--- src/rtl/dct_zigzag_buf.sv ---
// dct_zigzag_buf: two-bank 8x8 coefficient buffer. Raster-order writes in, JPEG zigzag valid/ready stream out.
// Optional macro DCT_ZZ_DC_DIFF_EN: the DC beat carries the difference from the previous block's DC.
`timescale 1ns/1ps

// state  | meaning
// IDLE   | no block on the output; wait for full[rd_bank]
// STREAM | out_data holds element k-1 of rd_bank; advance on accept
module dct_zigzag_buf #(
    parameter int cw = 12,
    parameter int aw = 6
) (
    input  logic          clk,
    input  logic          rst_n,
    input  logic          init_n,
    input  logic          dct_wr_n,
    input  logic [aw-1:0] dct_wr_add,
    input  logic [cw-1:0] dct_wr_data,
    input  logic          dct_done,
    output logic          blk_rdy,
    output logic [cw-1:0] out_data,
    output logic          out_valid,
    input  logic          out_ready,
    output logic          out_first,
    output logic          out_last,
    output logic          ovf
);
    localparam int NC = 1 << aw;

    localparam logic [5:0] ZZ [64] = '{
        6'd0,  6'd1,  6'd8,  6'd16, 6'd9,  6'd2,  6'd3,  6'd10,
        6'd17, 6'd24, 6'd32, 6'd25, 6'd18, 6'd11, 6'd4,  6'd5,
        6'd12, 6'd19, 6'd26, 6'd33, 6'd40, 6'd48, 6'd41, 6'd34,
        6'd27, 6'd20, 6'd13, 6'd6,  6'd7,  6'd14, 6'd21, 6'd28,
        6'd35, 6'd42, 6'd49, 6'd56, 6'd57, 6'd50, 6'd43, 6'd36,
        6'd29, 6'd22, 6'd15, 6'd23, 6'd30, 6'd37, 6'd44, 6'd51,
        6'd58, 6'd59, 6'd52, 6'd45, 6'd38, 6'd31, 6'd39, 6'd46,
        6'd53, 6'd60, 6'd61, 6'd54, 6'd47, 6'd55, 6'd62, 6'd63
    };

    typedef enum logic {IDLE = 1'b0, STREAM = 1'b1} state_t;

    logic [cw-1:0] mem [2][NC];

    state_t        state_q, state_d;
    logic          wr_bank_q, wr_bank_d;
    logic          rd_bank_q, rd_bank_d;
    logic [1:0]    full_q, full_d;
    logic [aw-1:0] k_q, k_d;
    logic [cw-1:0] data_q, data_d;
    logic          valid_q, valid_d;
    logic          first_q, first_d;
    logic          last_q, last_d;
    logic          ovf_q, ovf_d;

    logic          wr_full, wr_en, done_en, accept;
    logic [cw-1:0] rd_elem, rd_dc, dc_out;

    assign wr_full = full_q[wr_bank_q];
    assign wr_en   = ~dct_wr_n & ~wr_full;
    assign done_en = dct_done & ~wr_full;
    assign accept  = valid_q & out_ready;
    assign rd_elem = mem[rd_bank_q][ZZ[k_q]];
    assign rd_dc   = mem[rd_bank_q][ZZ[0]];

`ifdef DCT_ZZ_DC_DIFF_EN
    logic [cw-1:0] prev_dc_q, prev_dc_d;

    // The raw DC is still in the bank while element 0 is being accepted.
    assign dc_out = rd_dc - prev_dc_q;

    always_comb begin
        prev_dc_d = prev_dc_q;
        if (accept && first_q) begin
            prev_dc_d = rd_dc;
        end
        if (!init_n) begin
            prev_dc_d = '0;
        end
    end

    always_ff @(posedge clk or negedge rst_n) begin
        if (!rst_n) begin
            prev_dc_q <= '0;
        end else begin
            prev_dc_q <= prev_dc_d;
        end
    end
`else
    assign dc_out = rd_dc;
`endif

    // Coefficient storage is never cleared; a write shares the edge with a closing done.
    always_ff @(posedge clk) begin
        if (wr_en && init_n) begin
            mem[wr_bank_q][dct_wr_add] <= dct_wr_data;
        end
    end

    always_comb begin
        state_d   = state_q;
        wr_bank_d = wr_bank_q;
        rd_bank_d = rd_bank_q;
        full_d    = full_q;
        k_d       = k_q;
        data_d    = data_q;
        valid_d   = valid_q;
        first_d   = first_q;
        last_d    = last_q;
        ovf_d     = ovf_q | (wr_full & (~dct_wr_n | dct_done));

        case (state_q)
            IDLE: begin
                if (full_q[rd_bank_q]) begin
                    data_d  = dc_out;
                    valid_d = 1'b1;
                    first_d = 1'b1;
                    last_d  = 1'b0;
                    k_d     = aw'(1);
                    state_d = STREAM;
                end
            end
            STREAM: begin
                if (accept) begin
                    first_d = 1'b0;
                    if (!last_q) begin
                        data_d = rd_elem;
                        k_d    = k_q + aw'(1);
                        last_d = (k_q == aw'(NC - 1));
                    end else begin
                        valid_d           = 1'b0;
                        last_d            = 1'b0;
                        full_d[rd_bank_q] = 1'b0;
                        rd_bank_d         = ~rd_bank_q;
                        k_d               = '0;
                        state_d           = IDLE;
                    end
                end
            end
            default: state_d = IDLE;
        endcase

        // Reader clears rd_bank, writer sets wr_bank; the two are never the same bank here.
        if (done_en) begin
            full_d[wr_bank_q] = 1'b1;
            wr_bank_d         = ~wr_bank_q;
        end

        if (!init_n) begin
            state_d   = IDLE;
            wr_bank_d = 1'b0;
            rd_bank_d = 1'b0;
            full_d    = '0;
            k_d       = '0;
            data_d    = '0;
            valid_d   = 1'b0;
            first_d   = 1'b0;
            last_d    = 1'b0;
            ovf_d     = 1'b0;
        end
    end

    always_ff @(posedge clk or negedge rst_n) begin
        if (!rst_n) begin
            state_q   <= IDLE;
            wr_bank_q <= 1'b0;
            rd_bank_q <= 1'b0;
            full_q    <= '0;
            k_q       <= '0;
            data_q    <= '0;
            valid_q   <= 1'b0;
            first_q   <= 1'b0;
            last_q    <= 1'b0;
            ovf_q     <= 1'b0;
        end else begin
            state_q   <= state_d;
            wr_bank_q <= wr_bank_d;
            rd_bank_q <= rd_bank_d;
            full_q    <= full_d;
            k_q       <= k_d;
            data_q    <= data_d;
            valid_q   <= valid_d;
            first_q   <= first_d;
            last_q    <= last_d;
            ovf_q     <= ovf_d;
        end
    end

    assign blk_rdy   = ~wr_full;
    assign out_data  = data_q;
    assign out_valid = valid_q;
    assign out_first = first_q;
    assign out_last  = last_q;
    assign ovf       = ovf_q;

endmodule

--- config.mk ---
export PLATFORM = sky130hd
export DESIGN_NAME = dct_zigzag_buf
export DESIGN_NICKNAME = d
export VERILOG_FILES = /design/src/rtl/dct_zigzag_buf.sv
export SDC_FILE = /design/constraint.sdc
export NUM_CORES = 2
export LEC_CHECK = 0
export ABC_AREA = 1
export ABC_CLOCK_PERIOD_IN_PS = 4100
export CAP_MARGIN = 20
export CELL_PAD_IN_SITES_DETAIL_PLACEMENT = 1
export CELL_PAD_IN_SITES_GLOBAL_PLACEMENT = 1
export CORE_UTILIZATION = 42
export CTS_CLUSTER_DIAMETER = 80
export DETAILED_ROUTE_END_ITERATION = 16
export PLACE_DENSITY_LB_ADDON = 0.1
export SLEW_MARGIN = 20
export SYNTH_ARGS = -nofsm -noshare
export SYNTH_HDL_FRONTEND = slang
export SYNTH_SLANG_ARGS = --single-unit
--- constraint.sdc ---
create_clock -name clk -period 4.1 [get_ports clk]
set_clock_uncertainty 0.2 [all_clocks]
set_input_delay 0.41 -clock clk [delete_from_list [all_inputs] [get_ports clk]]
set_output_delay 0.41 -clock clk [all_outputs]
set_load 0.02 [all_outputs]
==> After elaboration in Yosys (flattened, before gate mapping) <==
Memories as Yosys holds them, arrays and structs flattened.
Cells that the tools add are included.
{ "classes": {"addsub": 1, "order_cmp": 8, "eq_ne": 9, "mux": 57, "bitwise": 17, "reduce_logical": 8} }
{ "op_table": {"columns": ["op", "n"], "rows": [
  ["2-to-1 mux 768 bit", 1],
  ["2-to-1 mux 12 bit", 7],
  ["binary-select mux 12 bit (select 6 bit)", 1],
  ["demux 12 bit (select 6 bit)", 1],
  ["2-to-1 mux 6 bit", 6],
  ["2-to-1 mux 1 bit", 28],
  ["case mux 12 bit (2 select lines)", 1],
  [">= comparator 7 bit, second input constant", 3],
  ["NOT 6 -> 7 bit", 3],
  ["case mux 6 bit (2 select lines)", 1],
  ["2-to-1 mux 2 bit", 5],
  ["AND reduction 3 bit", 3],
  ["!= test 2 x 1 -> 1 bit, second input constant", 4],
  ["case mux 1 bit (2 select lines)", 4],
  ["< comparator 7 x 1 -> 1 bit, second input constant", 1],
  ["adder 6 x 1 -> 6 bit, second input constant", 1],
  ["equality test 6 bit, second input constant", 1],
  ["!= test 3 x 2 -> 1 bit, second input constant", 2],
  ["!= test 3 bit, second input constant", 2],
  ["NOT 1 bit", 5],
  ["bitwise AND 1 bit", 4],
  ["logical AND 1 bit", 4],
  ["< comparator 1 x 2 -> 1 bit, second input constant", 2],
  ["bitwise AND 2 bit", 1],
  ["other kinds (6)", 9]
]} }
{ "word_totals": {"regBits": 27, "ramBits": 1536, "romBits": 384, "input_bits": 24, "elab_cells": 112, "memories": 2} }
{ "mem_list": {"columns": ["name", "depth", "word_bits", "read_ports", "rd_clocked_by_memory_dff", "write_ports", "line", "text"], "rows": [
  ["mem", 2, 768, 1, 0, 1, "42", "logic [cw-1:0] mem [2][NC];"],
  ["(name not given)", 64, 6, 1, 0, 0, "62", "assign rd_elem = mem[rd_bank_q][ZZ[k_q]];"]
]} }

==> Depth between registers and ports, before layout <==
{ "logic_depth": {"ltp_word": 12, "mapped_depth": 20, "ltp_nobuf": 17} }

==> Worst setup path before layout <==
Ideal clock, no wire load.
{ "synth_path": {"path_kind": "input to register", "from": "input port init_n", "to": "memory mem[1][180] (netlist name), enable pin", "setup_time_ps": 396, "arrival_time_ps": 2517, "required_ps": 3504, "slack_ps": 987, "path_stages": 6, "path_cell_list": "inv_1 -> nor3_1 -> nand2_1 -> nor3_1 -> inv_1 -> nor3_1"} }
{ "synth_via": {"elab_chain_len": 3} }
{ "synth_lines": {"columns": ["item", "line", "text"], "rows": [
  ["start, declared", "14", "input logic init_n,"],
  ["logical AND 1 bit", "94", "if (wr_en && init_n) begin"],
  ["2-to-1 mux 1 bit", "94", null],
  ["2-to-1 mux 768 bit (not written as such)", "95", "mem[wr_bank_q][dct_wr_add] <= dct_wr_data;"],
  ["end, declared", "42", null]
]} }
Every way passes these cells.

==> Worst setup path after layout <==
{ "layout_path": {"from": "register k_q[1]", "to": "register data_q[11], in the netlist out_data[11]"} }
{ "layout_via": {"elab_chain_len": 12} }
{ "layout_lines": {"columns": ["item", "line", "text"], "rows": [
  ["start, declared", "48", "logic [aw-1:0] k_q, k_d;"],
  ["start signal, assigned", "179", "k_q <= k_d;"],
  ["NOT 6 -> 7 bit (not written as such)", "62", null],
  ["memory (64 x 6 bit)", null, null],
  ["2-to-1 mux 6 bit (not written as such) (2 in series)", "62", null],
  ["NOT 6 -> 7 bit (not written as such)", "62", null],
  ["binary-select mux 12 bit (select 6 bit)", "62", null],
  ["2-to-1 mux 12 bit (not written as such) (2 in series)", "62", null],
  ["2-to-1 mux 12 bit", "125", "if (!last_q) begin"],
  ["2-to-1 mux 12 bit", "123", "if (accept) begin"],
  ["case mux 12 bit (2 select lines)", "111", "case (state_q)"],
  ["2-to-1 mux 12 bit", "148", "if (!init_n) begin"],
  ["end signal, assigned", "180", "data_q <= data_d;"],
  ["end, declared", "49", "logic [cw-1:0] data_q, data_d;"]
]} }
Every way passes these cells. The select of a mux whose other input is x is not followed.
A chain may end at the register's enable or synchronous reset.

==> results.md <==
## Status
* finished, violations left — status
* hold timing — failing checks

## Synthesis
* 37 — count of different cell masters after synthesis
* 0 — Synth Warn #
* 10.7 um^2 — average cell area after synthesis
* 70.2% — sequential-to-total area share from yosys stat
* 1563 — total of flip-flops plus latches after synthesis
* 6208 — synthesized instance count
* 6247 — Synth Net Count
* 66600 um^2 — Post-Syn Area

## Placement
* 8219 — Placed Cells incl. Taps
* 0.0667 ns — worst setup slack before clock tree synthesis
* 0.886 — final weighted congestion in routability-driven placement
* 40 — count of input and output buffers
* 71200 um^2 — post-place instance area
* 137 mm — HPWL after DPL

## Timing
* -0.0331 ns — Hold Worst Slack
* 1.12 ns — worst slew pin tran
* 0 — final setup fails
* 25.1% — tightest slew margin relative to the limit
* no — unrepaired setup endpoints after global routing
* 0.136 ns — min setup slack post-route
* 0.252 GHz — fmax
* 96.7% — final critical-path share of the clock period
* 3.96 ns — final worst path period need
* 13 — count of endpoints failing hold in the final timing report
* 0 ns — aggregate negative setup slack
* 0 — max-slew violation total from the final report

## Layout
* 48.8% — Core Util, Final
* 14.9% — Syn-to-layout area delta
* 10.1% — fraction of layout cells with a size suffix above 1
* 8542 — post-route insts no fill
* 6382 — Final #Nets
* 76600 um^2 — Finished Cell Area

## Global routing
* 5 — initial antenna violation count
* 0 — GRT Residual Overflow
* 127 — largest net degree at the start of global routing
* 329 mm — wire length of the first global-routing pass
* 27.8% — overall fraction of global-route tracks in use
* 48.1k — vias in the first global route

## Die
* 41 — Ports
* 42.5% — initial standard-cell utilization of the core
* 400 um — Vert. Die Dim
* 160000 um^2 — Die Outline Area
* 157000 um^2 — Floorplan Core Area
* 400 um — floorplan die width
* 145 — standard-cell row count

## Setup path
* 4.46 ns — arrival time worst endpoint
* k_q[1] — start point of the critical path
* flop — startpoint type of the worst setup path
* 4.59 ns — required time of the worst setup path
* 0.14 ns — flop2flop setup slack
* k_q[1] — reg-to-reg critical path startpoint
* flop to flop — type of the setup path with the least slack
* flop — Setup crit end kind
* 40 — highest fanout seen on the critical path

## Route
* 0 — Detail Route Antenna Nets
* 224 mm — sum of routed wire length over all layers
* 5.60 — Vias per Instance
* 0 — count of unresolved DRC violations after routing
* 47.8k — vias post-DR
* 6 — detailed-router iteration count before antenna repair
* 4293 — first-iteration detailed-routing DRC count
* 26.2 um — post-DR wirelength/cell

## Clock network
* 0.06 ns — clock-pin slew of the registers on the worst-case setup and hold paths
* sky130_fd_sc_hd__clkbuf_16 — clock root buffer
* 4 — Max H-tree Level
* done — CTS tree
* 1563 — clock tree sinks
* 170 — TritonCTS Buffers
* 3 — maximum buffer depth of the clock tree
* 0 — post-CTS setup-driven buffer insertion count
* 0.82 ns — clock latency on the worst-skew pair

## Worst hold path
* dct_wr_data[8] — hold_sp
* input pin to flop — Tightest Hold Check Type

## Run
* 0 — Max Cap Viol

## Power and ir drop
* 514 nW/um^2 — total power per unit cell area
* 39.4 mW — Power, Total
* 27.7 nW — Static Leak
* 398 uV — highest ir drop seen on vdd

synthesized netlist by cell type, drive strengths merged:
cell type / number / area (um^2)
or2: 1 / 6.26
buf: 224 / 1250
a32oi: 1 / 8.76
o2bb2ai: 1 / 8.76
clkinv: 1 / 3.75
nand4: 5 / 31.3
o21ai: 22 / 118
o221ai: 1 / 8.76
o32ai: 1 / 8.76
nor2: 2255 / 8470
o22ai: 1 / 6.26
inv: 70 / 263
mux2i: 12 / 120
nor3: 96 / 480
nand2: 552 / 2090
xor2: 1 / 8.76
o211ai: 13 / 97.6
clkbuf: 183 / 687
a21oi: 39 / 195
edfxtp: 1536 / 46100
o21a: 2 / 15.0
a41oi: 1 / 8.76
ha: 15 / 188
nand3: 1146 / 5750
a211oi: 1 / 7.51
dfrtp: 27 / 676
o2111ai: 1 / 8.76
worst max-delay path: stages (launching register included):
cell                      delay [ns]
sky130_fd_sc_hd__dfrtp_2        0.43
sky130_fd_sc_hd__inv_1          0.11
sky130_fd_sc_hd__ha_1           0.36
sky130_fd_sc_hd__inv_1          0.10
sky130_fd_sc_hd__nand2_1        0.13
sky130_fd_sc_hd__nand3_1        0.08
sky130_fd_sc_hd__o21ai_0        0.09
sky130_fd_sc_hd__nand2_1        0.08
sky130_fd_sc_hd__nand2_1        0.17
sky130_fd_sc_hd__nand2_8        0.13
sky130_fd_sc_hd__inv_8          0.21
sky130_fd_sc_hd__buf_16         0.29
sky130_fd_sc_hd__buf_4          0.19
sky130_fd_sc_hd__nand3_1        0.07
sky130_fd_sc_hd__nand3_1        0.14
sky130_fd_sc_hd__nand3_1        0.22
sky130_fd_sc_hd__nand3_1        0.22
sky130_fd_sc_hd__nand3_1        0.28
sky130_fd_sc_hd__nand3_1        0.19
sky130_fd_sc_hd__a21oi_1        0.07
path summary, 6_finish.rpt:
check,to,cells past startpoint
setup / recovery,out_data[11],19
hold / removal,mem[0][308],1
setup reg to reg,out_data[11],19
hold reg to reg,out_first,2
max in group asynchronous,rd_bank_q,2
min in group asynchronous,k_q[1],2
area by class of cell:
class | instances | area (um^2)
antenna | 3 | 7.51
fill | 16600 | 80400
tap | 2058 | 2570
timing repair buffer | 370 | 3640
clock inverter | 83 | 598
inverter | 71 | 287
multi-input combinational | 4167 | 18100
sequential | 1563 | 46800
clock buffer | 227 | 4580
cell usage in the layout (no fill, tap or decap), types with 3 or more instances in the layout:
| cell type | synthesis | routed |
|---|---|---|
| sky130_fd_sc_hd__dlygate4sd3_1 | 0 | 10 |
| sky130_fd_sc_hd__clkinvlp_4 | 0 | 4 |
| sky130_fd_sc_hd__diode_2 | 0 | 3 |
| sky130_fd_sc_hd__nor3_2 | 0 | 73 |
| sky130_fd_sc_hd__nand4_1 | 5 | 5 |
| sky130_fd_sc_hd__nand2_1 | 548 | 548 |
| sky130_fd_sc_hd__inv_2 | 6 | 3 |
| sky130_fd_sc_hd__clkbuf_8 | 0 | 3 |
| sky130_fd_sc_hd__clkinv_2 | 0 | 25 |
| sky130_fd_sc_hd__mux2i_1 | 12 | 12 |
| sky130_fd_sc_hd__nand3_2 | 2 | 4 |
| sky130_fd_sc_hd__clkbuf_1 | 183 | 50 |
| sky130_fd_sc_hd__edfxtp_1 | 1536 | 1536 |
| sky130_fd_sc_hd__inv_8 | 0 | 3 |
| sky130_fd_sc_hd__buf_6 | 8 | 16 |
| sky130_fd_sc_hd__buf_4 | 44 | 260 |
| sky130_fd_sc_hd__clkdlybuf4s50_1 | 0 | 27 |
| sky130_fd_sc_hd__dfrtp_1 | 27 | 24 |
| sky130_fd_sc_hd__nor2_1 | 2254 | 2254 |
| sky130_fd_sc_hd__clkbuf_16 | 0 | 174 |
| sky130_fd_sc_hd__clkinv_1 | 1 | 39 |
| sky130_fd_sc_hd__o211ai_1 | 13 | 13 |
| sky130_fd_sc_hd__nand3_1 | 1144 | 1140 |
| sky130_fd_sc_hd__a21oi_1 | 39 | 39 |
| sky130_fd_sc_hd__buf_12 | 0 | 55 |
| sky130_fd_sc_hd__ha_1 | 15 | 15 |
| sky130_fd_sc_hd__nor3_1 | 96 | 23 |
| sky130_fd_sc_hd__inv_6 | 0 | 4 |
| sky130_fd_sc_hd__inv_1 | 64 | 63 |
| sky130_fd_sc_hd__bufinv_16 | 0 | 6 |
| sky130_fd_sc_hd__o21ai_0 | 17 | 17 |
kinds of logic (layout without fill, tap and decap cells):
kind of cell | after synthesis | after routing | share of synthesized area [%]
AO/OA/AOI/OAI | 84 | 84 | 0.738
XOR/XNOR | 1 | 1 | 0.0131
adder cells (fa/ha/maj) | 15 | 15 | 0.282
buffers and inverters | 478 | 751 | 3.30
flip-flops | 1563 | 1563 | 70.2
multiplexers | 12 | 12 | 0.180
other | 0 | 3 | 0
AND/OR/NAND/NOR | 4055 | 4055 | 25.2
report_power, final:
group	switching [mW]	internal, mW	total, mW
registers	0.184	17.6	17.8
logic	5.01	1.95	6.96
clock network	6.38	8.22	14.6
registers in the layout, summed over array words and instances (netlist names), 2 cells and up:
name / count
k_q: 6
mem: 1536
full_q: 2
out_data: 12
routing by layer:
metal / part of all wire, % / vias up / track usage [%]
li1: - / 21600 / -
met1: 45 / 24500 / 39.6
met2: 47 / 1447 / 44.3
met3: 5.4 / 308 / 3.41
met4: 3.1 / 0 / 8.91
met5: 0 / - / 0
what timing repair did:
item                                   4_1_cts  5_1_grt
resized for setup                            0       11
endpoints found under the hold margin      248        0
setup endpoints to repair                    0        7
hold buffers                                10        0
Power figures use the tool's default switching activity.
